**src/rtl/led_frame_sequencer.sv**
```systemverilog
// Frame-level sequencer between the pixel RAM and the LED stripe bit encoder.
// Optional build macro LED_SEQ_AUTO_REFRESH_EN: frames repeat until auto_refresh_stop.
module led_frame_sequencer #(
  parameter int NUM_LEDS     = 64,
  parameter int BPP          = 24,
  parameter int ADDR_W       = 6,
  parameter int RESET_CYCLES = 2500
) (
  input  logic              clk,
  input  logic              rstn,
  input  logic              frame_start,
  output logic              busy,
  output logic              frame_done,
  output logic              pix_rd_en,
  output logic [ADDR_W-1:0] pix_addr,
  input  logic [BPP-1:0]    pix_data,
  input  logic              new_bit_rqst,
  output logic              bit_to_transmit,
  output logic              all_bits_shifted,
  output logic              reset_finish
`ifdef LED_SEQ_AUTO_REFRESH_EN
  ,
  input  logic              auto_refresh_stop
`endif
);

  localparam int BC_W = (BPP > 1) ? $clog2(BPP) : 1;
  localparam int RC_W = $clog2(RESET_CYCLES);

  localparam logic [BC_W-1:0]   BIT_LAST = BC_W'(BPP - 1);
  localparam logic [ADDR_W-1:0] PIX_LAST = ADDR_W'(NUM_LEDS - 1);
  localparam logic [RC_W-1:0]   RST_LAST = RC_W'(RESET_CYCLES - 1);

  typedef enum logic [2:0] {
    S_IDLE,
    S_PRIME_WAIT,
    S_PRIME_LOAD,
    S_PRIME_FILL,
    S_SHIFT,
    S_LATCH
  } state_t;

  state_t            state;
  logic [BPP-1:0]    shift_reg;
  logic [BPP-1:0]    next_reg;
  logic              next_valid;
  logic              pending;
  logic              refill_req;
  logic [1:0]        fill_stage;
  logic [BC_W-1:0]   bit_cnt;
  logic [ADDR_W-1:0] pix_cnt;
  logic [RC_W-1:0]   rst_cnt;

  logic serve;
  logic last_bit;
  logic more_pix;

  assign bit_to_transmit = shift_reg[BPP-1];
  assign serve           = (state == S_SHIFT) && (new_bit_rqst || pending);
  assign last_bit        = (bit_cnt == BIT_LAST);
  assign more_pix        = (pix_cnt != PIX_LAST);

  always_ff @(posedge clk or negedge rstn) begin
    if (!rstn) begin
      // NOTE: every datapath register is reset so a mid-frame reset leaves nothing stale behind.
      state            <= S_IDLE;
      busy             <= 1'b0;
      frame_done       <= 1'b0;
      pix_rd_en        <= 1'b0;
      pix_addr         <= '0;
      all_bits_shifted <= 1'b0;
      reset_finish     <= 1'b0;
      shift_reg        <= '0;
      next_reg         <= '0;
      next_valid       <= 1'b0;
      pending          <= 1'b0;
      refill_req       <= 1'b0;
      fill_stage       <= '0;
      bit_cnt          <= '0;
      pix_cnt          <= '0;
      rst_cnt          <= '0;
    end else begin
      // NOTE: non-blocking assignments only; later assignments in this block override earlier defaults.
      pix_rd_en    <= 1'b0;
      frame_done   <= 1'b0;
      reset_finish <= 1'b0;

      // Prefetch pipeline: read strobe -> RAM latency -> capture into next_reg.
      fill_stage <= {fill_stage[0], 1'b0};
      if (fill_stage[1]) begin
        next_reg   <= pix_data;
        next_valid <= 1'b1;
      end
      if (refill_req) begin
        refill_req <= 1'b0;
        pix_rd_en  <= 1'b1;
        pix_addr   <= pix_cnt + ADDR_W'(1);
        fill_stage <= {fill_stage[0], 1'b1};
      end

      case (state)
        S_IDLE: begin
          // frame_done is still high in the cycle after a frame ends; a request there is dropped.
          if (frame_start && !frame_done) begin
            busy      <= 1'b1;
            pix_rd_en <= 1'b1;
            pix_addr  <= '0;
            pix_cnt   <= '0;
            bit_cnt   <= '0;
            pending   <= 1'b0;
            state     <= S_PRIME_WAIT;
          end
        end

        S_PRIME_WAIT: begin
          pending <= pending | new_bit_rqst;
          state   <= S_PRIME_LOAD;
        end

        S_PRIME_LOAD: begin
          pending   <= pending | new_bit_rqst;
          shift_reg <= pix_data;
          if (NUM_LEDS > 1) begin
            pix_rd_en  <= 1'b1;
            pix_addr   <= ADDR_W'(1);
            fill_stage <= {fill_stage[0], 1'b1};
            state      <= S_PRIME_FILL;
          end else begin
            state <= S_SHIFT;
          end
        end

        S_PRIME_FILL: begin
          pending <= pending | new_bit_rqst;
          if (fill_stage[1]) state <= S_SHIFT;
        end

        S_SHIFT: begin
          if (serve) begin
            pending <= 1'b0;
            if (!last_bit) begin
              shift_reg <= {shift_reg[BPP-2:0], 1'b0};
              bit_cnt   <= bit_cnt + BC_W'(1);
            end else if (more_pix) begin
              shift_reg  <= next_reg;
              next_valid <= 1'b0;
              bit_cnt    <= '0;
              pix_cnt    <= pix_cnt + ADDR_W'(1);
              refill_req <= ((pix_cnt + ADDR_W'(1)) != PIX_LAST);
            end else begin
              all_bits_shifted <= 1'b1;
              shift_reg        <= '0;
              rst_cnt          <= '0;
              state            <= S_LATCH;
            end
          end
        end

        S_LATCH: begin
          if (rst_cnt == RST_LAST) begin
            reset_finish     <= 1'b1;
            frame_done       <= 1'b1;
            all_bits_shifted <= 1'b0;
            rst_cnt          <= '0;
`ifdef LED_SEQ_AUTO_REFRESH_EN
            if (!auto_refresh_stop) begin
              pix_rd_en <= 1'b1;
              pix_addr  <= '0;
              pix_cnt   <= '0;
              bit_cnt   <= '0;
              pending   <= 1'b0;
              state     <= S_PRIME_WAIT;
            end else begin
              busy  <= 1'b0;
              state <= S_IDLE;
            end
`else
            busy  <= 1'b0;
            state <= S_IDLE;
`endif
          end else begin
            rst_cnt <= rst_cnt + RC_W'(1);
          end
        end

        default: state <= S_IDLE;
      endcase
    end
  end

endmodule

```
**config.mk**
```make
export PLATFORM = sky130hd
export DESIGN_NAME = led_frame_sequencer
export DESIGN_NICKNAME = d
export VERILOG_FILES = /design/src/rtl/led_frame_sequencer.sv
export SDC_FILE = /design/constraint.sdc
export NUM_CORES = 1
export LEC_CHECK = 0
export ABC_AREA = 1
export CORE_ASPECT_RATIO = 2
export CORE_MARGIN = 8
export CORE_UTILIZATION = 40
export CTS_CLUSTER_SIZE = 30
export DETAILED_ROUTE_END_ITERATION = 12
export GPL_ROUTABILITY_DRIVEN = 0
export GPL_TIMING_DRIVEN = 0
export PLACE_DENSITY = 0.61
export SYNTH_ARGS = -nofsm -noshare
export SYNTH_HDL_FRONTEND = slang
export SYNTH_SLANG_ARGS = --single-unit
export TNS_END_PERCENT = 100
```
**constraint.sdc**
```tcl
create_clock -name clk -period 1.5 [get_ports clk]
set_clock_uncertainty 0.05 [all_clocks]
set_input_delay 0.45 -clock clk [delete_from_list [all_inputs] [get_ports clk]]
set_output_delay 0.45 -clock clk [all_outputs]
set_load 0.005 [all_outputs]
```
=== After elaboration in Yosys (flattened, before gate mapping) ===
Index checks and enable logic that the tools add are counted.

* Add/sub/neg operators: 3
* Eq/ne operators: 17
* Multiplexer cells: 50
* Bitwise logic cells: 1
* Reduce and logical (&&, ||, !) cells: 19

{| class="wikitable"
|+ Operators by type and width
! operator !! count
|-
| 2-to-1 mux 24 bit || 3
|-
| 2-to-1 mux 12 bit || 4
|-
| one-hot mux 24 bit (2 select lines) || 1
|-
| 2-to-1 mux 6 bit || 6
|-
| one-hot mux 12 bit (2 select lines) || 1
|-
| one-hot mux 6 bit (2 select lines) || 2
|-
| 2-to-1 mux 5 bit || 4
|-
| 2-to-1 mux 3 bit || 6
|-
| one-hot mux 3 bit (6 select lines) || 1
|-
| 2-to-1 mux 1 bit || 17
|-
| != test 2 bit, second input constant || 7
|-
| adder 12 x 1 -> 12 bit, second input constant || 1
|-
| equality test 12 bit, second input constant || 1
|-
| != test 6 bit, second input constant || 2
|-
| one-hot mux 5 bit (2 select lines) || 1
|-
| AND reduction 5 bit || 2
|-
| AND reduction 4 bit || 2
|-
| nonzero test 2 bit || 4
|-
| adder 6 x 1 -> 6 bit, second input constant || 1
|-
| equality test 3 x 2 -> 1 bit, second input constant || 2
|-
| equality test 3 bit, second input constant || 2
|-
| one-hot mux 1 bit (2 select lines) || 3
|-
| AND reduction 3 bit || 2
|-
| AND reduction 6 bit || 1
|-
| 13 further kinds || 14
|}

* Register bits after elaboration: 88
* Input port bits: 28
* Output and inout bits: 12
* Word-level logic and storage cells: 104

=== Longest topological paths before layout ===
* Depth after elaboration: 6
* Depth in mapped cells: 11

=== Worst setup path before layout ===
No wires, ideal clock.

* Path kind: reg2reg
* From: reg bit_cnt[0]
* To: reg shift_reg[10]
* Data arrival time: 1.442 ns
* Required time: 1.379 ns
* Slack: -0.063 ns
* Cell stages (with the launch flop): 10
* Buffers on the path: 1
* Period minus slack after synthesis: 1.563 ns
* Cells stage by stage: dfrtp_1 ha_1 nand2_1 inv_1 nand2_2 buf_1 nand3_1 nand3_1 nor2_1 nor2_1

* Word-level cells in the longest chain between the ends: 4

{| class="wikitable"
|+ RTL lines
! element !! RTL line !! RTL
|-
| start: declaration || 50 || <nowiki>logic [BC_W-1:0] bit_cnt;</nowiki>
|-
| start signal: assignment || 143 || <nowiki>bit_cnt <= bit_cnt + BC_W'(1);</nowiki>
|-
| equality test 5 bit || 60 || <nowiki>assign last_bit = (bit_cnt == BIT_LAST);</nowiki>
|-
| 2-to-1 mux 24 bit || 141 || <nowiki>if (!last_bit) begin</nowiki>
|-
| 2-to-1 mux 24 bit || 139 || <nowiki>if (serve) begin</nowiki>
|-
| one-hot mux 24 bit (2 select lines) || 101 || <nowiki>case (state)</nowiki>
|-
| end signal: assignment || 122 || <nowiki>shift_reg <= pix_data;</nowiki>
|-
| end signal: assignment || 142 || <nowiki>shift_reg <= {shift_reg[BPP-2:0], 1'b0};</nowiki>
|-
| end signal: assignment || 145 || <nowiki>shift_reg <= next_reg;</nowiki>
|-
| end: declaration || 44 || <nowiki>logic [BPP-1:0] shift_reg;</nowiki>
|}

No other way between the ends. The select of a mux whose other input is x is not followed.
A chain may end at the register's enable or synchronous reset.

=== Worst setup path after layout ===
* From: reg pix_cnt[0]
* To: reg shift_reg[0]

* Word-level cells in the longest chain between the ends: 5

{| class="wikitable"
|+ RTL lines
! element !! RTL line !! RTL
|-
| start: declaration || 51 || <nowiki>logic [ADDR_W-1:0] pix_cnt;</nowiki>
|-
| start signal: assignment || 148 || <nowiki>pix_cnt <= pix_cnt + ADDR_W'(1);</nowiki>
|-
| != test 6 bit || 61 || <nowiki>assign more_pix = (pix_cnt != PIX_LAST);</nowiki>
|-
| 2-to-1 mux 24 bit || 144 || <nowiki>end else if (more_pix) begin</nowiki>
|-
| 2-to-1 mux 24 bit || 141 ||
|-
| 2-to-1 mux 24 bit || 139 ||
|-
| one-hot mux 24 bit (2 select lines) || 101 ||
|}

No other way between the ends. The select of a mux whose other input is x is not followed.

==> out/metrics.yaml <==
vias: 4396
cts.sink_count: 88
grt-ovfl-total: 0
route.detailed.drc: 0
timing.critical_path.slowest_stage_cell: "sky130_fd_sc_hd__dfrtp_1"
insertedDiodeCount: 0
drt-pass1-iter-count: 4
clk_root_buffer_cell: "sky130_fd_sc_hd__clkbuf_16"
commonest_non_fill_non_tap_cell_in_the_layout: "sky130_fd_sc_hd__nand2_1"
rsz0062_at_grt: "yes"
crit_chain: "ha_4, nand3_4, nor2_4, buf_6, nor2_4, buf_4, buf_6, buf_6, nand3_2, a31oi_1"
summed_instance_area_of_the_synthesized_netlist_um2: 4540
top_level_ports: 40
detail_route.wirelength_um: 13200
post_drt_wl_per_cell_um: 15.3
clk_latency_ns: 0.34
fmax_mhz: 625
postSynthNetCount: 642
yosysTopAreaCellShare: 0.485
final_period_minus_worst_setup_slack_ns: 1.60
place_worst_setup_slack_ns: -0.468
global_route.usage.total: 0.177
timing.critical_path.from_type: "register"
timing.setup.tns_ns: -2.18
path_common_cell: "sky130_fd_sc_hd__buf_6"
leakage_uw: 0.00302
mostFrequentLayoutCells: "sky130_fd_sc_hd__nand2_1 (121), sky130_fd_sc_hd__nor2_1 (97), sky130_fd_sc_hd__dfrtp_1 (83)"
endpoint_kind: "register"
die_x_um: 91.3
fin_crit_sh: 1.07
detailedPlacementHpwl_um: 8530
yosys.cell_types.count: 31
cts_max_path_buffers: 2
final_core_utilization: 0.584
critical_path_arrival_ns: 1.81
placeableCoreArea_um2: 11200
cells_on_worst_reg2reg_path: 10
cts.clk_slew.worst_paths_ns: 0.07
p_per_area_nw_per_um2: 1800
seq_area_frac_synth: 0.485
cts.htree.levels: 3
grt_antenna_before_repair: 0
final_max_slew_viol_count: 0
global_route_wire_length_before_repair_um: 22000
floorplan.die_area_um2: 15200
max_fanout_on_critical_path: 3
clock_tree_from_tritoncts: "done"
first_global_vias: 4684
failed_checks: "negative setup slack"
synthesized_instance_count: 610
net_total_in_the_final_layout: 751
row_count: 55
synth_area_per_cell_um2: 7.45
status: "finished, violations left"
fill_cells: 977
ir_drop_v: 0.00128
hold_depth: 0
synthToLayoutAreaGrowth_pct: 44.3
final_cells: 866
vias_per_cell: 5.08
cts_inserted_buffers: 9
die_h_um: 167
synth_area_leaders: "sky130_fd_sc_hd__dfrtp_1 (48%), sky130_fd_sc_hd__nand2_1 (12%), sky130_fd_sc_hd__nor2_1 (9.8%)"
layout_setup_ws_ns: -0.101
post_route_cells_drive_above_1_share: 0.285
timing.final.hold_violations: 0
dpl.cell_count: 792
synth.yosys.warnings: 0
timing.critical_path.required_ns: 1.71
port-buffer-count: 39
drt_first_iter_violations: 243
crit_path_class: "reg2reg"
yosys_register_bits: 88
synth_top_cell_by_area: "sky130_fd_sc_hd__dfrtp_1"
max_cap_viol_count: 0
grt_start_max_net_pins: 66
floorplan.initialDensity: 0.405
worst_hold_path_type: "reg2reg"
worst_slew_pin_slew_ns: 0.548
setup_viol_count_final: 47
antenna_violating_nets_left: 0
slew_headroom: 0.635
critPathMaxStageDelay_ns: 0.42
[path summary, 6_finish.rpt]
path	start	to	slack, ns
min	fill_stage[0]$_DFF_PN0_	fill_stage[1]$_DFF_PN0_	0.31
min reg2reg	fill_stage[0]$_DFF_PN0_	fill_stage[1]$_DFF_PN0_	0.31
max reg2reg	pix_cnt[0]$_DFFE_PN0P_	shift_reg[0]$_DFFE_PN0P_	-0.10
max	pix_cnt[0]$_DFFE_PN0P_	shift_reg[0]$_DFFE_PN0P_	-0.10
max in group asynchronous	rstn	state[0]$_DFFE_PN0P_	0.24
min in group asynchronous	rstn	pix_rd_en$_DFF_PN0_	0.51
[layer usage]
metal | vias up | wire (um) | GRT usage
li1 | 2147 | - | -
met1 | 2134 | 4790 | 0.175
met2 | 85 | 7720 | 0.347
met3 | 30 | 375 | 0.0315
met4 | 0 | 360 | 0.0682
met5 | - | 0 | 0
[what timing repair did]
| action | 4_1_cts | 5_1_grt |
|---|---|---|
| resized for setup | 115 | 88 |
| pin swaps | 37 | 37 |
| hold buffers | 1 | 0 |
| setup endpoints to repair | 85 | 67 |
| buffers inserted | 43 | 17 |
| gates cloned | 4 | 0 |
| hold endpoints to repair | 23 | 0 |
[cells by family after synthesis]
kind of cell / synth area share
flip-flops: 0.485
XOR/XNOR: 0.00771
AO/OA/AOI/OAI: 0.0711
buffers and inverters: 0.0807
AND/OR/NAND/NOR: 0.345
adder cells (fa/ha/maj): 0.0110
[power by group]
| group | switching (uW) | total [uW] | internal [uW] |
|---|---|---|---|
| sequential | 673 | 4010 | 3330 |
| combinational | 3020 | 5360 | 2340 |
| clock | 988 | 2460 | 1470 |
[worst max-delay path: cells and delay by family, from the launching register on]
kind                     cells  cell delay [ns]
buffers and inverters        4             0.41
flip-flops                   1             0.42
adder cells (fa/ha/maj)      1             0.19
AO/OA/AOI/OAI                1             0.15
AND/OR/NAND/NOR              4             0.30
[area by class of cell]
class	instances	area (um2)	area share
Multi-Input combinational cell	437	2420	0.369
Sequential cell	88	2210	0.337
Timing Repair Buffer	103	1010	0.154
Inverter	63	241	0.0368
Clock buffer	10	229	0.0349
Buffer	17	178	0.0271
Tap cell	142	178	0.0271
Clock inverter	6	92.6	0.0141
[through the flow]
stage | instance area, um2 | total power (uW) | hold WS, ns
3_3_place_gp | 5120 | 7480 | 0.290
2_1_floorplan | 4550 | 6480 | 0.104
3_5_place_dp | 5150 | 7630 | 0.291
5_1_grt | 6550 | 12700 | 0.313
6_report | 6550 | 11800 | 0.313
4_1_cts | 6180 | 11200 | 0.313
[cell usage after synthesis]
master,instances
sky130_fd_sc_hd__ha_1,4
sky130_fd_sc_hd__xor2_1,4
sky130_fd_sc_hd__nand4_1,6
sky130_fd_sc_hd__nand3_1,79
sky130_fd_sc_hd__inv_1,58
sky130_fd_sc_hd__a21oi_1,2
sky130_fd_sc_hd__nand2_4,1
sky130_fd_sc_hd__nand2_2,10
sky130_fd_sc_hd__buf_2,9
sky130_fd_sc_hd__o31ai_1,1
sky130_fd_sc_hd__clkbuf_1,5
sky130_fd_sc_hd__nand2_1,145
sky130_fd_sc_hd__or2_2,1
sky130_fd_sc_hd__o21ai_0,46
sky130_fd_sc_hd__o21ai_2,1
sky130_fd_sc_hd__a31oi_1,1
sky130_fd_sc_hd__a21boi_0,1
sky130_fd_sc_hd__inv_4,1
sky130_fd_sc_hd__nor3_1,2
sky130_fd_sc_hd__nor2_1,119
sky130_fd_sc_hd__nor2_2,2
sky130_fd_sc_hd__o21bai_1,1
sky130_fd_sc_hd__buf_6,3
sky130_fd_sc_hd__dfrtp_1,88
sky130_fd_sc_hd__o21ai_1,6
sky130_fd_sc_hd__nor2_4,2
sky130_fd_sc_hd__inv_2,4
sky130_fd_sc_hd__nor3_4,1
sky130_fd_sc_hd__o211ai_1,2
sky130_fd_sc_hd__buf_4,3
sky130_fd_sc_hd__buf_1,2
Power figures use the tool's default switching activity.
